--- src/rtl/game_flow_controller.sv ---
// rtl/game_flow_controller.sv - game phase sequencer: lives, level, frame-timed pauses, object resets
module game_flow_controller #(
    parameter int LIVES_INIT      = 3,
    parameter int SERVE_FRAMES    = 60,
    parameter int PAUSE_FRAMES    = 90,
    parameter int GAMEOVER_FRAMES = 180,
    parameter int LEVEL_MAX       = 15
) (
    input  logic       pixel_clk,
    input  logic       rst,
    input  logic       fsync,
    input  logic       start_btn,
    input  logic       ball_lost,
    input  logic       alien_reached_paddle,
    input  logic       aliens_cleared,
    output logic [2:0] state,
    output logic       play_enable,
    output logic       obj_reset,
    output logic       game_over,
    output logic [2:0] lives,
    output logic [3:0] level
);

    typedef enum logic [2:0] {
        IDLE      = 3'd0,
        SERVE     = 3'd1,
        PLAY      = 3'd2,
        LIFE_LOST = 3'd3,
        LEVEL_UP  = 3'd4,
        GAME_OVER = 3'd5
    } state_t;

    localparam int MAX_AB     = (SERVE_FRAMES > PAUSE_FRAMES) ? SERVE_FRAMES : PAUSE_FRAMES;
    localparam int MAX_FRAMES = (MAX_AB > GAMEOVER_FRAMES) ? MAX_AB : GAMEOVER_FRAMES;
    localparam int CNT_W      = (MAX_FRAMES > 1) ? $clog2(MAX_FRAMES + 1) : 1;

    localparam logic [CNT_W-1:0] SERVE_LAST = CNT_W'(SERVE_FRAMES - 1);
    localparam logic [CNT_W-1:0] PAUSE_LAST = CNT_W'(PAUSE_FRAMES - 1);
    localparam logic [CNT_W-1:0] OVER_LAST  = CNT_W'(GAMEOVER_FRAMES - 1);
    localparam logic [2:0]       LIVES_START = 3'(LIVES_INIT);
    localparam logic [3:0]       LEVEL_TOP   = 4'(LEVEL_MAX);

    state_t           cur;
    state_t           nxt;
    logic [CNT_W-1:0] frame_cnt;
    logic [CNT_W-1:0] cnt_nxt;
    logic [2:0]       lives_nxt;
    logic [3:0]       level_nxt;

    always_ff @(posedge pixel_clk or posedge rst) begin
        if (rst) begin
            cur         <= IDLE;
            frame_cnt   <= '0;
            lives       <= LIVES_START;
            level       <= 4'd1;
            play_enable <= 1'b0;
            obj_reset   <= 1'b0;
            game_over   <= 1'b0;
        end else begin
            cur         <= nxt;
            frame_cnt   <= cnt_nxt;
            lives       <= lives_nxt;
            level       <= level_nxt;
            play_enable <= (nxt == PLAY);
            game_over   <= (nxt == GAME_OVER);
            // Pulse only on the edge that enters SERVE, never while holding in it.
            obj_reset   <= (nxt == SERVE) && (cur != SERVE);
        end
    end

    always_comb begin
        nxt       = cur;
        cnt_nxt   = frame_cnt;
        lives_nxt = lives;
        level_nxt = level;
        case (cur)
            IDLE: begin
                if (start_btn) begin
                    nxt       = SERVE;
                    lives_nxt = LIVES_START;
                    level_nxt = 4'd1;
                end
            end
            SERVE: begin
                if (fsync) begin
                    if (frame_cnt == SERVE_LAST) nxt = PLAY;
                    else cnt_nxt = frame_cnt + 1'b1;
                end
            end
            PLAY: begin
                if (alien_reached_paddle) begin
                    nxt       = GAME_OVER;
                    lives_nxt = '0;
                end else if (ball_lost) begin
                    // lives <= 1 also covers a zero count so the subtract cannot wrap.
                    if (lives <= 3'd1) begin
                        nxt       = GAME_OVER;
                        lives_nxt = '0;
                    end else begin
                        nxt       = LIFE_LOST;
                        lives_nxt = lives - 3'd1;
                    end
                end else if (aliens_cleared) begin
                    nxt = LEVEL_UP;
                    if (level < LEVEL_TOP) level_nxt = level + 4'd1;
                end
            end
            LIFE_LOST, LEVEL_UP: begin
                if (fsync) begin
                    if (frame_cnt == PAUSE_LAST) nxt = SERVE;
                    else cnt_nxt = frame_cnt + 1'b1;
                end
            end
            GAME_OVER: begin
                if (fsync) begin
                    if (frame_cnt == OVER_LAST) nxt = IDLE;
                    else cnt_nxt = frame_cnt + 1'b1;
                end
            end
            default: nxt = IDLE;
        endcase
        if (nxt != cur) cnt_nxt = '0;
    end

    assign state = cur;

endmodule

--- config.mk ---
export PLATFORM = sky130hd
export DESIGN_NAME = game_flow_controller
export DESIGN_NICKNAME = d
export VERILOG_FILES = /design/src/rtl/game_flow_controller.sv
export SDC_FILE = /design/constraint.sdc
export NUM_CORES = 1
export LEC_CHECK = 0
export ABC_AREA = 1
export BUFFER_PORTS_ARGS = -buffer_cell sky130_fd_sc_hd__buf_2
export CAP_MARGIN = 30
export CORE_MARGIN = 2
export CORE_UTILIZATION = 42
export CTS_BUF_LIST = sky130_fd_sc_hd__clkbuf_4 sky130_fd_sc_hd__clkbuf_8 sky130_fd_sc_hd__clkbuf_16
export DETAILED_ROUTE_END_ITERATION = 16
export PLACE_DENSITY = 0.58
export SYNTH_ARGS = -nofsm -noshare
export SYNTH_HDL_FRONTEND = slang
export SYNTH_SLANG_ARGS = --single-unit
--- constraint.sdc ---
create_clock -name pixel_clk -period 2 [get_ports pixel_clk]
set_input_delay 0.2 -clock pixel_clk [delete_from_list [all_inputs] [get_ports pixel_clk]]
set_output_delay 0.2 -clock pixel_clk [all_outputs]
set_load 0.01 [all_outputs]
==> impl_metrics.ini, run 1 <==
[grt]
grt_overflow_total = 0
grt_max_degree = 22
grt_pass1_wl_um = 5220
antenna_found_initial = 0
grt_pass1_vias = 1224
grtUsageTotal_pct = 18.7

[pwr]
comb_power_share_pct = 45.4
power_leakage_uw = 0.000885
powerDensity_nw_per_um2 = 1010
clkPwrFrac_pct = 13.0
p_seq_share_pct = 41.7
swShare_pct = 43.6
power.switching_uw = 689
peakVddDrop_uv = 460
p_int_uw = 893

[drt]
ant_nets = 0
drc = 0
first_iter_violations = 80
viasPerCell = 4.89
wl_per_cell_um = 10.9
dr.pass1.iters = 4
vias = 1331
drt-total-wl_um = 2960

[final_layout]
mostFrequentLayoutCell = nand2_1
drive_gt1_share_pct = 14.0
diodes = 0
fill_cells = 346
syn2layout_area_growth_pct = 14.0
layout_common_cells = nand2_1 (60), inv_1 (32), nor2_1 (29), nand3_1 (25), buf_2 (19)
finish.net_count = 241
seq_area_um2 = 529
multiInputGateArea_um2 = 709

[sta]
skew_ns = 0.00354
tightest_slew_ns = 0.370
finalHoldViolations = 0
rsz0062_at_grt = false
finalSetupViolations = 0
fmax_mhz = 559
fin_crit_sh_pct = 89.4
period_needed_ns = 1.79
slew_viol_final = 0
slew_headroom_pct = 75.1
timing.final.ws_setup_ns = 0.212
setup_tns_ns = 0

[logic_synthesis]
synth_nets = 215
ys_top_cells_by_area = dfrtp_1 (33%), nand2_1 (16%), nand3_1 (9.1%)
synth_warnings = 0
syn_inst = 203
synth_seq_cells = 21
yosysSeqAreaShare_pct = 38.6
netlist_area_um2 = 1370
synth_top_area_share_pct = 32.9
avgSynthCellArea_um2 = 6.75
synth_cell_types = 20
synth_top_area_cell = dfrtp_1

[cts]
cts_made_buffers = 3
clk_pin_slew_ns = 0.12
cts.sinks = 21
cts_tree = done
clockRootBuffer = clkbuf_4
h-tree-depth = 1
cts_buffer_depth = 2
post_cts_resized = 0
worstSkewPairLatency_ns = 0.30

[floorplanning]
num_io_pins = 20
die_y_um = 61.1
die_w_um = 61.1
dieArea_um2 = 3740
initial_core_util_pct = 44.5
core_um2 = 3080
rows = 20

[placement]
io_buffers = 19
gp_congestion = 0.927
place_ws_ns = 0.242
hpwl_um = 2380

[worst_setup_path]
critPathKind = flip-flop to flip-flop
worstPathMaxFanout = 14
cp-start-kind = flip-flop
worstSetupEndpointType = flip-flop
worstPathRequired_ns = 2.24
arrival_ns = 2.02

[flow_run]
maxCapViolCount = 0

[run_status]
status = finished clean

[min_path]
hold_path_class = primary input to flip-flop
## cells in the mapped netlist
| master | n |
|---|---|
| nand3_1 | 25 |
| nand2_1 | 60 |
| nand3_2 | 2 |
| dfstp_2 | 3 |
| a21oi_1 | 4 |
| and2_1 | 2 |
| ha_1 | 5 |
| nor2_2 | 1 |
| o22ai_1 | 2 |
| xor2_1 | 2 |
| inv_1 | 32 |
| buf_6 | 1 |
| dfrtp_1 | 18 |
| a211oi_1 | 1 |
| nand4_1 | 2 |
| nor2_1 | 29 |
| o21bai_1 | 1 |
| o21ai_0 | 5 |
| nor2_4 | 1 |
| nor3_1 | 7 |
## routing by layer
metal  global-route usage [%]  vias up  part of all wire [%]
met5                        0        -                     0
met4                     5.28        0                  0.71
met3                     3.99        2                   3.9
met2                     31.0       25                    48
met1                     24.8      612                    47
li1                         -      692                     -
## per-stage QoR
stage / cells / hold slack, ns / area [µm²] / power [µW] / util (%)
floorplan: 203 / 0.174 / 1370 / 1190 / -
global placement: 267 / 0.239 / 1520 / 1370 / 49.5
detailed placement: 267 / 0.251 / 1520 / 1390 / 49.5
CTS: 272 / 0.182 / 1560 / 1610 / 50.7
global route: 272 / 0.202 / 1560 / 1760 / 50.7
finish: 272 / 0.198 / 1560 / 1580 / 50.7
## cell families after synthesis
| family | synth area share [%] |
|---|---|
| buffers and inverters | 9.59 |
| DFF | 38.6 |
| and+or+nand+nor | 40.6 |
| adders and majority gates | 4.57 |
| AOI/OAI and AO/OA | 5.30 |
| xor gates and xnor gates | 1.28 |
## critical path: stages (launching register included)
cell and delay (ns):
dfrtp_1 0.42, ha_1 0.25, nand3_1 0.16, inv_1 0.09, nand3_1 0.10, nand3_2 0.11, nor2_4 0.28, nand2_1 0.09
nand2_1 0.07, nand2_1 0.06, nor2_1 0.09
## area by class of cell
| cell class | instances | area share, % |
|---|---|---|
| clock buffers | 3 | 1.44 |
| clock inverters | 1 | 0.321 |
| inverters | 32 | 7.69 |
| multi-input cells | 149 | 45.4 |
| flip-flops and latches | 21 | 33.9 |
| well taps | 44 | 3.53 |
| repair buffers | 22 | 7.69 |
## state kept, by name (all words and copies together) (netlist names)
signal / cells
lives: 3
state: 3
play_enable: 1
game_over: 1
frame_cnt: 8
level: 4
obj_reset: 1
## power by group through the flow
stage / clock network, µW / registers [µW] / logic (µW)
after CTS: 224 / 660 / 725
after global placement: 0 / 662 / 707
after global routing: 244 / 683 / 834
after floorplan: 0 / 679 / 509
after detailed placement: 0 / 669 / 720
final: 205 / 660 / 718
## path summary, 6_finish.rpt
kind,from,to,slack [ns],cells after the start
worst max-delay path,frame_cnt[0],frame_cnt[7],0.21,10
worst min-delay path,alien_reached_paddle,lives[0],0.20,4
worst max register to register,frame_cnt[0],frame_cnt[7],0.21,10
worst min register to register,level[0],level[0],0.55,2
max in group asynchronous,rst,lives[0],1.27,4
min in group asynchronous,rst,level[2],0.45,4
## repair_timing
item / in CTS / in global routing
setup endpoints to repair: 0 / 0
hold endpoints to repair: 18 / 0
buffers inserted: 0 / 0
hold buffers: 1 / 0
No activity file was read; power rests on OpenSTA's default activity.
==> run 2, diff against run 1 <==
PLACE_DENSITY = default   (was 0.58)
PLACE_DENSITY_LB_ADDON = 0.3   (was default)
==> impl_metrics.ini, run 2 (synthesis results as in run 1) <==
[run_status]
status = finished clean

[floorplanning]
initial_core_util_pct = 44.5
die_y_um = 61.1
num_io_pins = 20
core_um2 = 3080
die_w_um = 61.1
rows = 20
dieArea_um2 = 3740

[pwr]
power_uw = 1580
p_seq_share_pct = 42.1
comb_power_share_pct = 44.6
power_leakage_uw = 0.000885
power.switching_uw = 686
peakVddDrop_uv = 557
p_int_uw = 890
powerDensity_nw_per_um2 = 1010
clkPwrFrac_pct = 13.3
swShare_pct = 43.5

[drt]
wl_per_cell_um = 10.9
first_iter_violations = 67
ant_nets = 0
dr.pass1.iters = 4
drt-total-wl_um = 2960
drc = 0
vias = 1307
viasPerCell = 4.81

[worst_setup_path]
cp-start-kind = flip-flop
worstReg2RegStart = frame_cnt[0]
reg2reg_slack_ns = 0.25
worstPathCellList = ha_1, nand3_1, inv_1, nand3_1, nand3_2, nor2_4, nand2_1, nand2_1, nand2_1, nor2_1
r2r_cells = 10
max_stage_delay_ns = 0.42
worstReg2RegEnd = frame_cnt[2]
worstSetupEndpointType = flip-flop
arrival_ns = 1.99
crit_slowest_cell = dfrtp_1
crit_family = simple AND/OR/NAND/NOR gates
worstPathMaxFanout = 14
cpMostUsedCell = nand2_1
worstPathRequired_ns = 2.25
critical_path_buf_inv_count = 1
critPathKind = flip-flop to flip-flop

[sta]
period_needed_ns = 1.75
setup_tns_ns = 0
slew_headroom_pct = 78.8
rsz0062_at_grt = false
hold_ws_ns = 0.178
finalHoldViolations = 0
skew_ns = 0.00131
fin_crit_sh_pct = 87.3
tightest_slew_ns = 0.317
fmax_mhz = 573
finalSetupViolations = 0
slew_viol_final = 0

[cts]
h-tree-depth = 1
cts.sinks = 21
holdBufCountCts = 1
clockRootBuffer = clkbuf_4
post-cts-setup-buffers = 0
cts_buffer_depth = 2
cts_made_buffers = 3
worstSkewPairLatency_ns = 0.31
post_cts_resized = 0
clk_pin_slew_ns = 0.12
cts_tree = done

[final_layout]
top_register = frame_cnt
fill_cells = 334
drive_gt1_share_pct = 14.0
layout_common_cells = nand2_1 (60), inv_1 (32), nor2_1 (29), nand3_1 (25), buf_2 (19)
syn2layout_area_growth_pct = 14.0
utilization_pct = 50.7
mostFrequentLayoutCell = nand2_1
reg_top3 = frame_cnt (8), level (4)
post_layout_nonfiller_instances = 272
finish.net_count = 241
largest_register_ffs = 8
diodes = 0

[grt]
grt_pass1_wl_um = 5220
grt_pass1_vias = 1240
grt_overflow_total = 0
grt_max_degree = 22
grtUsageTotal_pct = 18.8
antenna_found_initial = 0

[placement]
dp.cells = 267
hpwl_um = 2300
io_buffers = 19
gp_congestion = 0.901

[min_path]
hold_depth = 4
hold_path_class = primary input to flip-flop
min_to = lives[0]
hold_start = alien_reached_paddle

[flow_run]
maxCapViolCount = 0
-- run 2: cell counts in the layout (fill, tap and decap cells not counted) --
Identical to the previous run, type by type.
-- run 2: worst max path at each step --
stage	to	startpoint	slack (ns)	depth (start not counted)
5_1_grt	frame_cnt[0]	frame_cnt[2]	0.04	9
6_report	frame_cnt[2]	frame_cnt[0]	0.25	10
4_1_cts	frame_cnt[0]	frame_cnt[0]	0.24	8
2_1_floorplan	frame_cnt[0]	frame_cnt[0]	0.45	9
3_3_place_gp	frame_cnt[6]	frame_cnt[0]	0.28	9
3_5_place_dp	frame_cnt[0]	frame_cnt[0]	0.25	8
-- run 2: layer usage --
| metal | vias to the layer above | global-route usage [%] | wire (µm) |
|---|---|---|---|
| li1 | 686 | - | - |
| met1 | 586 | 23.2 | 1340 |
| met2 | 29 | 33.1 | 1460 |
| met3 | 6 | 2.94 | 120 |
| met4 | 0 | 6.83 | 45 |
| met5 | - | 0 | 0 |
-- run 2: worst register-to-register path, cell delays in order, from the launching register on --
cell and delay (ns):
dfrtp_1 0.42, ha_1 0.25, nand3_1 0.15, inv_1 0.09
nand3_1 0.10, nand3_2 0.11, nor2_4 0.28, nand2_1 0.08
nand2_1 0.07, nand2_1 0.05, nor2_1 0.09
-- run 2: final cells by class --
| type | instances | area [µm²] | share of cell area (%) |
|---|---|---|---|
| clock buffers | 3 | 22.5 | 1.44 |
| clock inverters | 1 | 5.00 | 0.321 |
| inverters | 32 | 120 | 7.69 |
| multi-input cells | 149 | 709 | 45.4 |
| flip-flops and latches | 21 | 529 | 33.9 |
| well taps | 44 | 55.1 | 3.53 |
| repair buffers | 22 | 120 | 7.69 |
-- run 2: power groups by stage --
stage | logic [µW] | registers, µW | clock network (µW)
2_1_floorplan | 509 | 679 | 0
3_3_place_gp | 702 | 671 | 0
3_5_place_dp | 712 | 672 | 0
4_1_cts | 715 | 665 | 230
5_1_grt | 831 | 680 | 248
6_report | 703 | 663 | 210
-- run 2: through the flow --
stage / setup WS [ns] / instance area, µm²
floorplan: 0.453 / 1370
global placement: 0.276 / 1520
detailed placement: 0.255 / 1520
CTS: 0.236 / 1560
global route: 0.0429 / 1560
finish: 0.253 / 1560
